**src/rtl/cpu_hazard_ctrl.sv**
```systemverilog
// Register scoreboard and decode interlock for the moxie pipeline.
// Optional same-cycle writeback forwarding is enabled by defining HAZARD_BYPASS_EN.
module cpu_hazard_ctrl #(
    parameter int NREGS = 16,
    parameter int CNT_W = 2,
    parameter int TOT_W = 6
) (
    input  logic             clk_i,
    input  logic             rst_i,
    input  logic             flush_i,
    input  logic             issue_valid_i,
    input  logic             rd_a_en_i,
    input  logic [3:0]       rd_a_idx_i,
    input  logic             rd_b_en_i,
    input  logic [3:0]       rd_b_idx_i,
    input  logic             wr_en_i,
    input  logic [3:0]       wr_idx_i,
    input  logic             retire_valid_i,
    input  logic [3:0]       retire_idx_i,
    output logic             stall_o,
    output logic [NREGS-1:0] pending_o,
    output logic [TOT_W-1:0] pending_count_o,
    output logic             underflow_o
);

    localparam logic [CNT_W-1:0] CNT_MAX  = {CNT_W{1'b1}};
    localparam logic [CNT_W-1:0] CNT_ZERO = {CNT_W{1'b0}};
    localparam logic [CNT_W-1:0] CNT_ONE  = {{(CNT_W-1){1'b0}}, 1'b1};
    localparam logic [TOT_W-1:0] TOT_ONE  = {{(TOT_W-1){1'b0}}, 1'b1};
    localparam logic [TOT_W-1:0] TOT_ZERO = {TOT_W{1'b0}};

    logic [CNT_W-1:0] cnt_r     [NREGS];
    logic [CNT_W-1:0] cnt_nxt_s [NREGS];
    logic [NREGS-1:0] pending_r;
    logic [NREGS-1:0] pending_nxt_s;
    logic [TOT_W-1:0] total_r;
    logic [TOT_W-1:0] total_nxt_s;
    logic             underflow_r;

    logic haz_a_s;
    logic haz_b_s;
    logic sat_s;
    logic stall_s;
    logic wr_acc_s;
    logic same_idx_s;
    logic underflow_set_s;
    logic ret_ok_s;
    logic byp_a_s;
    logic byp_b_s;

    // Same-cycle writeback forwarding: the last outstanding write to a register lands now
    always_comb begin
`ifdef HAZARD_BYPASS_EN
        byp_a_s = retire_valid_i && (retire_idx_i == rd_a_idx_i) && (cnt_r[rd_a_idx_i] == CNT_ONE);
        byp_b_s = retire_valid_i && (retire_idx_i == rd_b_idx_i) && (cnt_r[rd_b_idx_i] == CNT_ONE);
`else
        byp_a_s = 1'b0;
        byp_b_s = 1'b0;
`endif
    end

    // Hazard detection, stall and issue acceptance
    always_comb begin
        haz_a_s    = rd_a_en_i && (cnt_r[rd_a_idx_i] != CNT_ZERO) && !byp_a_s;
        haz_b_s    = rd_b_en_i && (cnt_r[rd_b_idx_i] != CNT_ZERO) && !byp_b_s;
        sat_s      = wr_en_i && (cnt_r[wr_idx_i] == CNT_MAX);
        stall_s    = issue_valid_i && (haz_a_s || haz_b_s || sat_s) && !flush_i;
        wr_acc_s   = issue_valid_i && !stall_s && !flush_i && wr_en_i;
        same_idx_s = wr_acc_s && (wr_idx_i == retire_idx_i);
        // An accept to the same register covers a retire even at counter zero
        underflow_set_s = !flush_i && retire_valid_i && !same_idx_s
                          && (cnt_r[retire_idx_i] == CNT_ZERO);
        ret_ok_s   = !flush_i && retire_valid_i && !underflow_set_s;
    end

    // Per-register counter and pending-bit next state
    always_comb begin
        for (int n = 0; n < NREGS; n++) begin
            cnt_nxt_s[n] = cnt_r[n];
            if (flush_i) begin
                cnt_nxt_s[n] = CNT_ZERO;
            end else if (wr_acc_s && (wr_idx_i == 4'(n))
                         && !(retire_valid_i && (retire_idx_i == 4'(n)))) begin
                cnt_nxt_s[n] = cnt_r[n] + CNT_ONE;
            end else if (retire_valid_i && (retire_idx_i == 4'(n))
                         && !(wr_acc_s && (wr_idx_i == 4'(n)))
                         && (cnt_r[n] != CNT_ZERO)) begin
                cnt_nxt_s[n] = cnt_r[n] - CNT_ONE;
            end else begin
                cnt_nxt_s[n] = cnt_r[n];
            end
            pending_nxt_s[n] = (cnt_nxt_s[n] != CNT_ZERO);
        end
    end

    // Total outstanding-write count next state
    always_comb begin
        total_nxt_s = total_r;
        if (flush_i) begin
            total_nxt_s = TOT_ZERO;
        end else begin
            total_nxt_s = total_r + (wr_acc_s ? TOT_ONE : TOT_ZERO)
                                  - (ret_ok_s ? TOT_ONE : TOT_ZERO);
        end
    end

    // State registers
    always_ff @(posedge clk_i or negedge rst_i) begin
        if (!rst_i) begin
            for (int n = 0; n < NREGS; n++) begin
                cnt_r[n] <= CNT_ZERO;
            end
            pending_r   <= {NREGS{1'b0}};
            total_r     <= TOT_ZERO;
            underflow_r <= 1'b0;
        end else begin
            for (int n = 0; n < NREGS; n++) begin
                cnt_r[n] <= cnt_nxt_s[n];
            end
            pending_r   <= pending_nxt_s;
            total_r     <= total_nxt_s;
            underflow_r <= underflow_r || underflow_set_s;
        end
    end

    assign stall_o         = stall_s;
    assign pending_o       = pending_r;
    assign pending_count_o = total_r;
    assign underflow_o     = underflow_r;

endmodule

```
**config.mk**
```make
export PLATFORM = sky130hd
export DESIGN_NAME = cpu_hazard_ctrl
export DESIGN_NICKNAME = d
export VERILOG_FILES = /design/src/rtl/cpu_hazard_ctrl.sv
export SDC_FILE = /design/constraint.sdc
export NUM_CORES = 1
export LEC_CHECK = 0
export CORE_MARGIN = 2
export CORE_UTILIZATION = 40
export DETAILED_ROUTE_END_ITERATION = 6
export SYNTH_ARGS = -nofsm -noshare
export SYNTH_HDL_FRONTEND = slang
export SYNTH_SLANG_ARGS = --single-unit
```
**constraint.sdc**
```tcl
create_clock -name clk_i -period 9.6 [get_ports clk_i]
set_clock_uncertainty 0.15 [all_clocks]
set_input_delay 2.4 -clock clk_i [delete_from_list [all_inputs] [get_ports clk_i]]
set_output_delay 2.4 -clock clk_i [all_outputs]
set_load 0.02 [all_outputs]
```
# Word level (Yosys, flattened, before mapping)
# Cells that the tools add are included.
# word_totals
mem_count	0
output_inout_bits	24
rom_bits	0
regBits	55
ram_bits	0
latch_bits	0
# op_classes
bitwise	4
shifts	0
n_mul	0
reduce_logical	169
magnitude_cmp	4
n_eq_ne	32
n_mux	63
addsub	34
div	0
# ops
cell	n
two-way mux 2 bit	56
logical AND 1 bit	93
nonzero test 2 bit	34
equality test 4 bit, second input constant	16
logical NOT 1 bit	36
adder 2 x 1 -> 2 bit, second input constant	16
binary-select mux 2 bit (select 4 bit)	4
equality test 4 x 3 -> 1 bit, second input constant	8
subtractor 2 x 1 -> 2 bit, second input constant	16
greater-or-equal comparator 5 bit, second input constant	4
inverter 4 -> 5 bit	4
equality test 4 x 2 -> 1 bit, second input constant	4
equality test 4 x 1 -> 1 bit, second input constant	2
logical NOT 4 bit	2
adder 6 x 1 -> 6 bit	1
two-way mux 6 bit	1
subtractor 6 x 1 -> 6 bit	1
equality test 4 bit	1
logical OR 1 bit	3
equality test 2 bit, second input constant	1
logical NOT 2 bit	1
two-way mux 1 bit	2

# Longest topological paths before layout
# Gate-level depths: netlist of run 1.
# depth
word_depth	23
depth_mapped	20
ltp_nobuf	18

# Least setup slack after synthesis of run 1
# OpenSTA, ideal clock, no wires.
# synth_path
kind	input -> output
startpoint	in wr_idx_i[0]
endpoint	out stall_o
required_ns	7.050
slack_ns	2.621
path_buffers	2
arrival_time_ns	4.429
path_stages	7
path_cell_list	clkbuf_1 mux4_2 mux4_2 nand2_1 clkbuf_1 nand3_1 and3_1
# synth_via
elab_chain_cells	9
# synth_rtl
element	line_no	rtl
start, declared	17	input logic [3:0] wr_idx_i,
inverter 4 -> 5 bit (not written as such)	66	sat_s = wr_en_i && (cnt_r[wr_idx_i] == CNT_MAX);
binary-select mux 2 bit (select 4 bit)	66	
two-way mux 2 bit (not written as such) (2 in a row)	66	
equality test 2 bit	66	
logical AND 1 bit	66	
logical OR 1 bit	67	stall_s = issue_valid_i && (haz_a_s || haz_b_s || sat_s) && !flush_i;
logical AND 1 bit (2 in a row)	67	
end, declared	20	output logic stall_o,
# No other way between the ends. The select of a mux whose other input is x is not followed.

# Final worst setup path of run 1
# Ends and elaborated chain as after synthesis.

==> results.sh, run 1 <==
export IMPL_stdcell_area_um2=6170
export IMPL_dieArea_um2=14700
export IMPL_cts_max_level=2
export IMPL_layout_nets=746
export IMPL_cp_required_ns=7.05
export IMPL_seqCellArea_um2=1380
export IMPL_cts_repair_resized=0
export IMPL_ys_flop_type="dfrtp_1"
export IMPL_root_buffer="clkbuf_16"
export IMPL_hold_viol=0
export IMPL_tns_ns=0
export IMPL_relSlewSlack_pct=35.6
export IMPL_fin_crit_ns=8.32
export IMPL_cp_slowest_stage_delay_ns=0.84
export IMPL_routabilityCongestion=0.941
export IMPL_setup_ws_ns=1.28
export IMPL_dp_hpwl_um=12300
export IMPL_max_vdd_ir_drop_v=0.0000776
export IMPL_cts_sinks=55
export IMPL_antenna_found_initial=0
export IMPL_track_usage_pct=23.8
export IMPL_yosys_top_cells_count="83 x nor2_1, 61 x nand2_1, 55 x dfrtp_1"
export IMPL_syn_area_per_cell_um2=8.05
export IMPL_yosysWarningCount=0
export IMPL_hold_class="reg -> reg"
export IMPL_grt_pass1_vias=5178
export IMPL_hold_buffers=0
export IMPL_io_pins=48
export IMPL_die_w_um=121
export IMPL_nFillCells=1287
export IMPL_leakage_uw=0.00224
export IMPL_wirelength_um=17100
export IMPL_crit_fanout=14
export IMPL_cp_start_kind="primary input"
export IMPL_start_util_pct=41.2
export IMPL_synth_top_area_share_pct=25.1
export IMPL_drt_pass1_iterations=5
export IMPL_rr_worst_depth=17
export IMPL_power_density_nw_per_um2=148
export IMPL_crit_start="wr_idx_i[0]"
export IMPL_clk_latency_ns=0.31
export IMPL_grt_overflow=0
export IMPL_synth_fp_nets=728
export IMPL_synth_cell_type_count=66
export IMPL_r2r_end="pending_count_o[5]$_DFF_PN0_"
export IMPL_rsz0062_at_grt="false"
export IMPL_final_core_util_pct=46.4
export IMPL_drive_gt1_share_pct=9.00
export IMPL_r2r_start="cnt_r[29]$_DFF_PN0_"
export IMPL_critPathArrivalTime_ns=5.77
export IMPL_yosysSeqAreaShare_pct=25.1
export IMPL_rrSetupSlack_ns=4.87
export IMPL_grt_max_degree=69
export IMPL_vias_per_cell=6.25
export IMPL_synth_area_leaders="dfrtp_1 25%, mux4_2 7.4%, nor2_1 5.7%"
export IMPL_multiInputGateArea_um2=3760
export IMPL_min_period_over_period_pct=86.6
export IMPL_synth_edff_count=0
export IMPL_cts_tree="done"
export IMPL_crit_chain="clkdlybuf4s50_1 -> nand2b_1 -> o22ai_1 -> o22ai_1 -> a221o_1 -> nand2_1 -> nand3_1 -> and3_1 -> clkdlybuf4s50_1"
export IMPL_num_antenna_cells=0
export IMPL_route_detailed_drc=0
export IMPL_worst_slew_pin_transition_ns=0.966
export IMPL_die_h_um=121
export IMPL_postPlaceCellArea_um2=6020
export IMPL_worst_setup_path_end_kind="output port"
export IMPL_fp_coreArea_um2=13300
export IMPL_ys_ff_latch=55
export IMPL_status="finished, final reports clean"
export IMPL_areaGrowthSynthToFinish_pct=12.6
export IMPL_place_ws_ns=1.33
export IMPL_avgRoutedWirePerCell_um=19.5
export IMPL_ys_async_sr_fraction_pct=100
export IMPL_max_freq_ghz=0.120
export IMPL_clockBufferDepth=2
export IMPL_drtAntennaViolNets=0
export IMPL_slowest_stage="clkdlybuf4s50_1"
export IMPL_cts_setup_buffers=0
export IMPL_grt_busiest_layer="met2"
export IMPL_yosysMostFrequentCell="nor2_1"
export IMPL_drt_iter0_markers=479
export IMPL_maxSlewViolCount=0
export IMPL_synthCells=681
export IMPL_syn_area_um2=5480
export IMPL_hold_slack_ns=0.352
export IMPL_io_buffers=47
export IMPL_num_rows=42
export IMPL_vias=5471
export IMPL_numCtsBuffers=5
export IMPL_worstSetupEndpoint="stall_o"
export IMPL_clkSlewWorstSetupHoldPaths_ns=0.08
export IMPL_yosys_area_top_type="dfrtp_1"
export IMPL_use_met2_pct=37.5
export IMPL_grt_met3_usage_pct=4.56
export IMPL_grt_pass1_wl_um=27100
export IMPL_critPathKind="in -> out"
export IMPL_maxCapViolCount=0
export IMPL_setup_viol=0
export IMPL_use_met1_pct=32.8
==> worst min path at each step <==
stage                               start                       to  slack [ns]  cells after the start
floorplan              cnt_r[2]$_DFF_PN0_  pending_o[14]$_DFF_PN0_        0.31                      1
global placement    underflow_o$_DFF_PN0_    underflow_o$_DFF_PN0_        0.33                      1
detailed placement  underflow_o$_DFF_PN0_    underflow_o$_DFF_PN0_        0.33                      1
CTS                 underflow_o$_DFF_PN0_    underflow_o$_DFF_PN0_        0.35                      1
global route        underflow_o$_DFF_PN0_    underflow_o$_DFF_PN0_        0.38                      1
finish              underflow_o$_DFF_PN0_    underflow_o$_DFF_PN0_        0.35                      1
==> power by group <==
group / total [uW] / internal [uW] / switching (uW)
sequential: 307 / 262 / 45.4
combinational: 406 / 179 / 228
clock: 200 / 105 / 95.2
==> cells in the final DEF, fill, tap and decap left out, types with 29 or more instances in the layout <==
master	synthesis	layout
a21oi_1	31	31
clkdlybuf4s50_1	0	45
dfrtp_1	55	55
inv_1	46	46
mux2i_1	29	29
nand2_1	61	61
nand3_1	35	35
nor2_1	83	83
nor3_1	30	30
==> flip-flops by register name, summed over array words and instances, names as in the netlist <==
register,flops
pending_count_o,6
cnt_r,32
underflow_o,1
pending_o,16
==> layout make-up <==
type / count / area share (%)
flip-flops and latches: 55 / 22.3
multi-input cells: 540 / 61.0
inverters: 46 / 2.80
clock inverters: 1 / 0.142
repair buffers: 51 / 7.94
well taps: 176 / 3.57
clock buffers: 7 / 2.31
==> critical path, delay by kind of cell <==
family                 cells  cell delay, ns
AO/OA/AOI/OAI              3            0.84
AND/OR/NAND/NOR            4            1.13
buffers and inverters      2            1.38
==> routing by layer <==
layer / wire (um) / up-vias / share of wire, %
li1: - / 2564 / -
met1: 7760 / 2659 / 45
met2: 7670 / 221 / 45
met3: 1210 / 27 / 7.1
met4: 420 / 0 / 2.5
met5: 0 / - / 0
==> stage by stage <==
step / std cells / power (uW)
floorplan: 681 / 594
global placement: 868 / 698
detailed placement: 868 / 712
CTS: 876 / 917
global route: 876 / 976
finish: 876 / 914
==> logic make-up (layout without fill, tap and decap cells) <==
kind of cell	after synthesis	count (layout)	synth area share, %
AND/OR/NAND/NOR	329	329	31.7
AO/OA/AOI/OAI	127	127	16.5
buffers and inverters	86	105	6.27
flip-flops	55	55	25.1
multiplexers	51	51	13.5
adder cells (fa/ha/maj)	23	23	5.38
XOR/XNOR	10	10	1.60
No activity file was read; power rests on OpenSTA's default activity.
==> run 2, diff against run 1 <==
--- a/config.mk
+++ b/config.mk
@@ -5,6 +5,7 @@
 export SDC_FILE = /design/constraint.sdc
 export NUM_CORES = 1
 export LEC_CHECK = 0
+export CAP_MARGIN = 20
 export CORE_MARGIN = 2
 export CORE_UTILIZATION = 40
 export DETAILED_ROUTE_END_ITERATION = 6
==> constraint.sdc (replaced) <==
create_clock -name clk_i -period 9.6 [get_ports clk_i]
set_clock_uncertainty 0.15 [all_clocks]
set_input_delay 1.92 -clock clk_i [delete_from_list [all_inputs] [get_ports clk_i]]
set_output_delay 1.92 -clock clk_i [all_outputs]
set_load 0.02 [all_outputs]
==> results.sh, run 2 (synthesis gave the netlist of run 1 again) <==
export IMPL_io_buffers=47
export IMPL_die_w_um=121
export IMPL_grt_pass1_vias=4926
export IMPL_root_buffer="clkbuf_16"
export IMPL_cts_repair_resized=0
export IMPL_clk_latency_ns=0.31
export IMPL_antenna_found_initial=0
export IMPL_cp_slowest_stage_delay_ns=0.84
export IMPL_route_detailed_drc=0
export IMPL_num_antenna_cells=0
export IMPL_largest_register="cnt_r"
export IMPL_cts_max_level=2
export IMPL_relSlewSlack_pct=39.6
export IMPL_power_switching_uw=361
export IMPL_postPlaceCellArea_um2=6020
export IMPL_placed_cells=867
export IMPL_worst_setup_path_end_kind="output port"
export IMPL_start_util_pct=41.2
export IMPL_max_freq_ghz=0.136
export IMPL_final_common_cell="nor2_1"
export IMPL_vias_per_cell=6.17
export IMPL_crit_chain="clkdlybuf4s50_1 -> nand2b_1 -> o22ai_1 -> o22ai_1 -> a221o_1 -> nand2_1 -> nand3_1 -> and3_1 -> clkdlybuf4s50_1"
export IMPL_slowest_stage="clkdlybuf4s50_1"
export IMPL_switching_share_pct=39.9
export IMPL_leakage_uw=0.00224
export IMPL_cts_setup_buffers=0
export IMPL_clkSlewWorstSetupHoldPaths_ns=0.07
export IMPL_avgRoutedWirePerCell_um=19.2
export IMPL_drive_gt1_share_pct=8.87
export IMPL_largest_reg_flops=32
export IMPL_min_period_over_period_pct=76.6
export IMPL_setup_viol=0
export IMPL_layout_nets=745
export IMPL_cp_required_ns=7.53
export IMPL_power_density_nw_per_um2=147
export IMPL_cts_sinks=55
export IMPL_final_cell_mix="83 x nor2_1, 61 x nand2_1, 55 x dfrtp_1, 46 x inv_1, 45 x clkdlybuf4s50_1"
export IMPL_crit_fanout=14
export IMPL_fin_crit_ns=7.36
export IMPL_cp_start_kind="primary input"
export IMPL_tns_ns=0
export IMPL_grt_overflow=0
export IMPL_wirelength_um=16800
export IMPL_dieArea_um2=14700
export IMPL_routabilityCongestion=0.942
export IMPL_fp_coreArea_um2=13300
export IMPL_io_pins=48
export IMPL_clkPwrFrac_pct=21.8
export IMPL_nFillCells=1312
export IMPL_drtAntennaViolNets=0
export IMPL_cp_top_family="buffers and inverters"
export IMPL_p_comb_share_pct=44.3
export IMPL_track_usage_pct=23.4
export IMPL_stdcell_area_um2=6170
export IMPL_grt_pass1_wl_um=26700
export IMPL_worst_slew_pin_transition_ns=0.905
export IMPL_numCtsBuffers=5
export IMPL_max_vdd_ir_drop_v=0.0000704
export IMPL_dp_hpwl_um=12200
export IMPL_seqPwrFrac_pct=33.9
export IMPL_layoutNonFillerInstCount=875
export IMPL_critPathArrivalTime_ns=5.29
export IMPL_hold_class="reg -> reg"
export IMPL_clockBufferDepth=2
export IMPL_maxSlewViolCount=0
export IMPL_internal_power_uw=545
export IMPL_areaGrowthSynthToFinish_pct=12.5
export IMPL_grt_max_degree=68
export IMPL_hold_viol=0
export IMPL_rsz0062_at_grt="false"
export IMPL_status="finished, final reports clean"
export IMPL_vias=5400
export IMPL_worst_path_buf_inv=2
export IMPL_critPathKind="in -> out"
export IMPL_num_rows=42
export IMPL_maxCapViolCount=0
export IMPL_drt_iter0_markers=514
export IMPL_drt_pass1_iterations=5
export IMPL_hold_buffers=0
export IMPL_cts_tree="done"
export IMPL_die_h_um=121
run 2: changes by cell type in the layout (fill, tap and decap cells not counted), sizes merged:
cell / before / now
buf: 6 / 5
run 2: power groups by stage:
stage | Clock [uW] | Sequential [uW] | Combinational, uW
3_3_place_gp | 0 | 309 | 387
3_5_place_dp | 0 | 311 | 398
2_1_floorplan | 0 | 299 | 295
4_1_cts | 204 | 306 | 400
5_1_grt | 212 | 313 | 448
6_report | 198 | 307 | 401
run 2: area by class of cell:
cell class	count	area, um2	area share [%]
Clock buffer	7	143	2.31
Tap cell	176	220	3.57
Timing Repair Buffer	50	483	7.83
Clock inverter	1	8.76	0.142
Sequential cell	55	1380	22.3
Inverter	46	173	2.80
Multi-Input combinational cell	540	3760	61.0
run 2: metrics by stage:
stage | hold slack, ns | total power, uW | setup WS, ns | util [%]
2_1_floorplan | 0.313 | 594 | 3.58 | -
3_3_place_gp | 0.338 | 696 | 2.37 | 45.2
3_5_place_dp | 0.324 | 709 | 2.30 | 45.2
4_1_cts | 0.340 | 911 | 2.27 | 46.4
5_1_grt | 0.357 | 973 | 2.00 | 46.4
6_report | 0.331 | 906 | 2.24 | 46.4
run 2: path summary, 6_finish.rpt:
kind / startpoint / end / slack, ns / cells past startpoint
setup / recovery: wr_idx_i[0] / stall_o / 2.24 / 9
hold / removal: underflow_o$_DFF_PN0_ / underflow_o$_DFF_PN0_ / 0.33 / 1
setup reg to reg: cnt_r[29]$_DFF_PN0_ / pending_count_o[4]$_DFF_PN0_ / 4.90 / 17
hold reg to reg: underflow_o$_DFF_PN0_ / underflow_o$_DFF_PN0_ / 0.33 / 1
max in group asynchronous: rst_i / cnt_r[21]$_DFF_PN0_ / 7.18 / 2
min in group asynchronous: rst_i / pending_o[8]$_DFF_PN0_ / 1.61 / 2
run 2: routing by layer:
layer  vias up  wire length, um  GRT usage [%]
met5         -                0              0
met3        27             1360           5.36
li1       2566                -              -
met1      2603             7370           31.8
met2       204             7510           35.8
met4         0              517           9.67
run 2: worst reg2reg max path, stage by stage, from the launching register on:
cell      delay (ns)
dfrtp_1         0.47
or2_2           0.38
mux4_2          0.50
o211ai_1        0.52
nor2b_1         0.27
and4_1          0.37
inv_1           0.11
o2111a_1        0.27
nor3b_1         0.20
ha_1            0.15
inv_1           0.04
ha_1            0.20
fa_1            0.41
a21oi_1         0.16
nor2_1          0.05
nor2_1          0.12
xor2_1          0.16
nor2_1          0.06
==> run 3, diff against run 2 <==
==> constraint.sdc (replaced) <==
create_clock -name clk_i -period 6.03 [get_ports clk_i]
set_clock_uncertainty 0.15 [all_clocks]
set_input_delay 1.206 -clock clk_i [delete_from_list [all_inputs] [get_ports clk_i]]
set_output_delay 1.206 -clock clk_i [all_outputs]
set_load 0.02 [all_outputs]
==> results.sh, run 3 (synthesis gave the netlist of run 1 again) <==
export IMPL_maxSlewViolCount=0
export IMPL_layout_nets=754
export IMPL_die_h_um=121
export IMPL_final_common_cell="nor2_1"
export IMPL_setup_ws_ns=0.367
export IMPL_io_buffers=47
export IMPL_place_ws_ns=0.397
export IMPL_relSlewSlack_pct=46.4
export IMPL_max_vdd_ir_drop_v=0.000106
export IMPL_min_period_over_period_pct=93.9
export IMPL_multiInputGateArea_um2=3760
export IMPL_worst_setup_path_end_kind="output port"
export IMPL_hold_path_startpoint="underflow_o$_DFF_PN0_"
export IMPL_cts_repair_resized=0
export IMPL_antenna_found_initial=0
export IMPL_fp_coreArea_um2=13300
export IMPL_crit_start="wr_idx_i[1]"
export IMPL_crit_chain="clkdlybuf4s50_1 -> nand2b_1 -> o22ai_1 -> o22ai_1 -> a221o_1 -> nand2_1 -> buf_4 -> nand3_1 -> and3_1 -> clkdlybuf4s50_1"
export IMPL_vias_per_cell=6.22
export IMPL_setup_viol=0
export IMPL_worst_slew_pin_transition_ns=0.798
export IMPL_cts_setup_buffers=0
export IMPL_status="finished, final reports clean"
export IMPL_leakage_uw=0.00228
export IMPL_cts_max_level=2
export IMPL_largest_register="cnt_r"
export IMPL_start_util_pct=41.2
export IMPL_largest_reg_flops=32
export IMPL_r2r_start="cnt_r[20]$_DFF_PN0_"
export IMPL_critPathArrivalTime_ns=4.31
export IMPL_grt_overflow=0
export IMPL_cts_tree="done"
export IMPL_grt_pass1_vias=4988
export IMPL_nFillCells=1261
export IMPL_wirelength_um=16800
export IMPL_track_usage_pct=23.3
export IMPL_io_pins=48
export IMPL_die_w_um=121
export IMPL_num_antenna_cells=0
export IMPL_hold_slack_ns=0.365
export IMPL_rsz0062_at_grt="false"
export IMPL_drt_iter0_markers=557
export IMPL_hold_class="reg -> reg"
export IMPL_cp_top_family="buffers and inverters"
export IMPL_cp_start_kind="primary input"
export IMPL_root_buffer="clkbuf_16"
export IMPL_numCtsBuffers=5
export IMPL_drt_pass1_iterations=5
export IMPL_seqCellArea_um2=1380
export IMPL_final_cell_mix="83 x nor2_1, 61 x nand2_1, 55 x dfrtp_1, 46 x inv_1, 45 x clkdlybuf4s50_1"
export IMPL_num_rows=42
export IMPL_cp_slowest_stage_delay_ns=0.69
export IMPL_worst_path_buf_inv=3
export IMPL_avgRoutedWirePerCell_um=19.0
export IMPL_vias=5495
export IMPL_areaGrowthSynthToFinish_pct=13.9
export IMPL_clkSlewWorstSetupHoldPaths_ns=0.07
export IMPL_dp_hpwl_um=12300
export IMPL_clockBufferDepth=2
export IMPL_maxCapViolCount=0
export IMPL_crit_fanout=15
export IMPL_clk_latency_ns=0.31
export IMPL_tns_ns=0
export IMPL_cts_sinks=55
export IMPL_slowest_stage="clkdlybuf4s50_1"
export IMPL_cp_required_ns=4.67
export IMPL_dieArea_um2=14700
export IMPL_routabilityCongestion=0.935
export IMPL_drtAntennaViolNets=0
export IMPL_critPathKind="in -> out"
export IMPL_max_freq_ghz=0.177
export IMPL_route_detailed_drc=0
export IMPL_power_density_nw_per_um2=237
export IMPL_rr_worst_depth=17
export IMPL_fin_crit_ns=5.66
export IMPL_grt_pass1_wl_um=26700
export IMPL_drive_gt1_share_pct=10.0
export IMPL_p_total_uw=1480
export IMPL_whs_path_depth=1
export IMPL_worst_path_stages=10
export IMPL_hold_buffers=0
export IMPL_hold_viol=0
export IMPL_grt_max_degree=69
run 3: final cells by class:
cell class / count / share of cell area [%]
well taps: 176 / 3.53
repair buffers: 59 / 8.81
flip-flops and latches: 55 / 22.0
clock buffers: 5 / 2.00
multi-input cells: 540 / 60.3
inverters: 46 / 2.76
clock inverters: 2 / 0.601
run 3: worst paths after layout:
kind | end | slack (ns)
min in group asynchronous | pending_o[1]$_DFF_PN0_ | 0.91
min reg2reg | underflow_o$_DFF_PN0_ | 0.36
max reg2reg | pending_count_o[5]$_DFF_PN0_ | 1.67
max | stall_o | 0.37
min | underflow_o$_DFF_PN0_ | 0.36
max in group asynchronous | cnt_r[19]$_DFF_PN0_ | 4.32
run 3: metrics by stage:
| step | instances | cell area [um2] | utilization [%] |
|---|---|---|---|
| floorplan | 681 | 5480 | - |
| global placement | 876 | 6080 | 45.8 |
| detailed placement | 876 | 6080 | 45.8 |
| CTS | 883 | 6250 | 47.0 |
| global route | 883 | 6250 | 47.0 |
| finish | 883 | 6250 | 47.0 |
run 3: power by group:
group,leakage (uW),internal (uW),total (uW),switching [uW]
logic,0.00147,291,651,360
clock network,0.0000759,194,340,146
registers,0.000736,417,491,74.3
total,0.00228,902,1480,580
run 3: metal layers:
metal | share of wire [%] | up-vias | wire (um) | track usage (%)
met3 | 8.7 | 37 | 1470 | 4.42
li1 | - | 2572 | - | -
met2 | 45 | 255 | 7500 | 36.0
met1 | 44 | 2631 | 7340 | 32.5
met5 | 0 | - | 0 | 0
met4 | 3.0 | 0 | 507 | 8.43
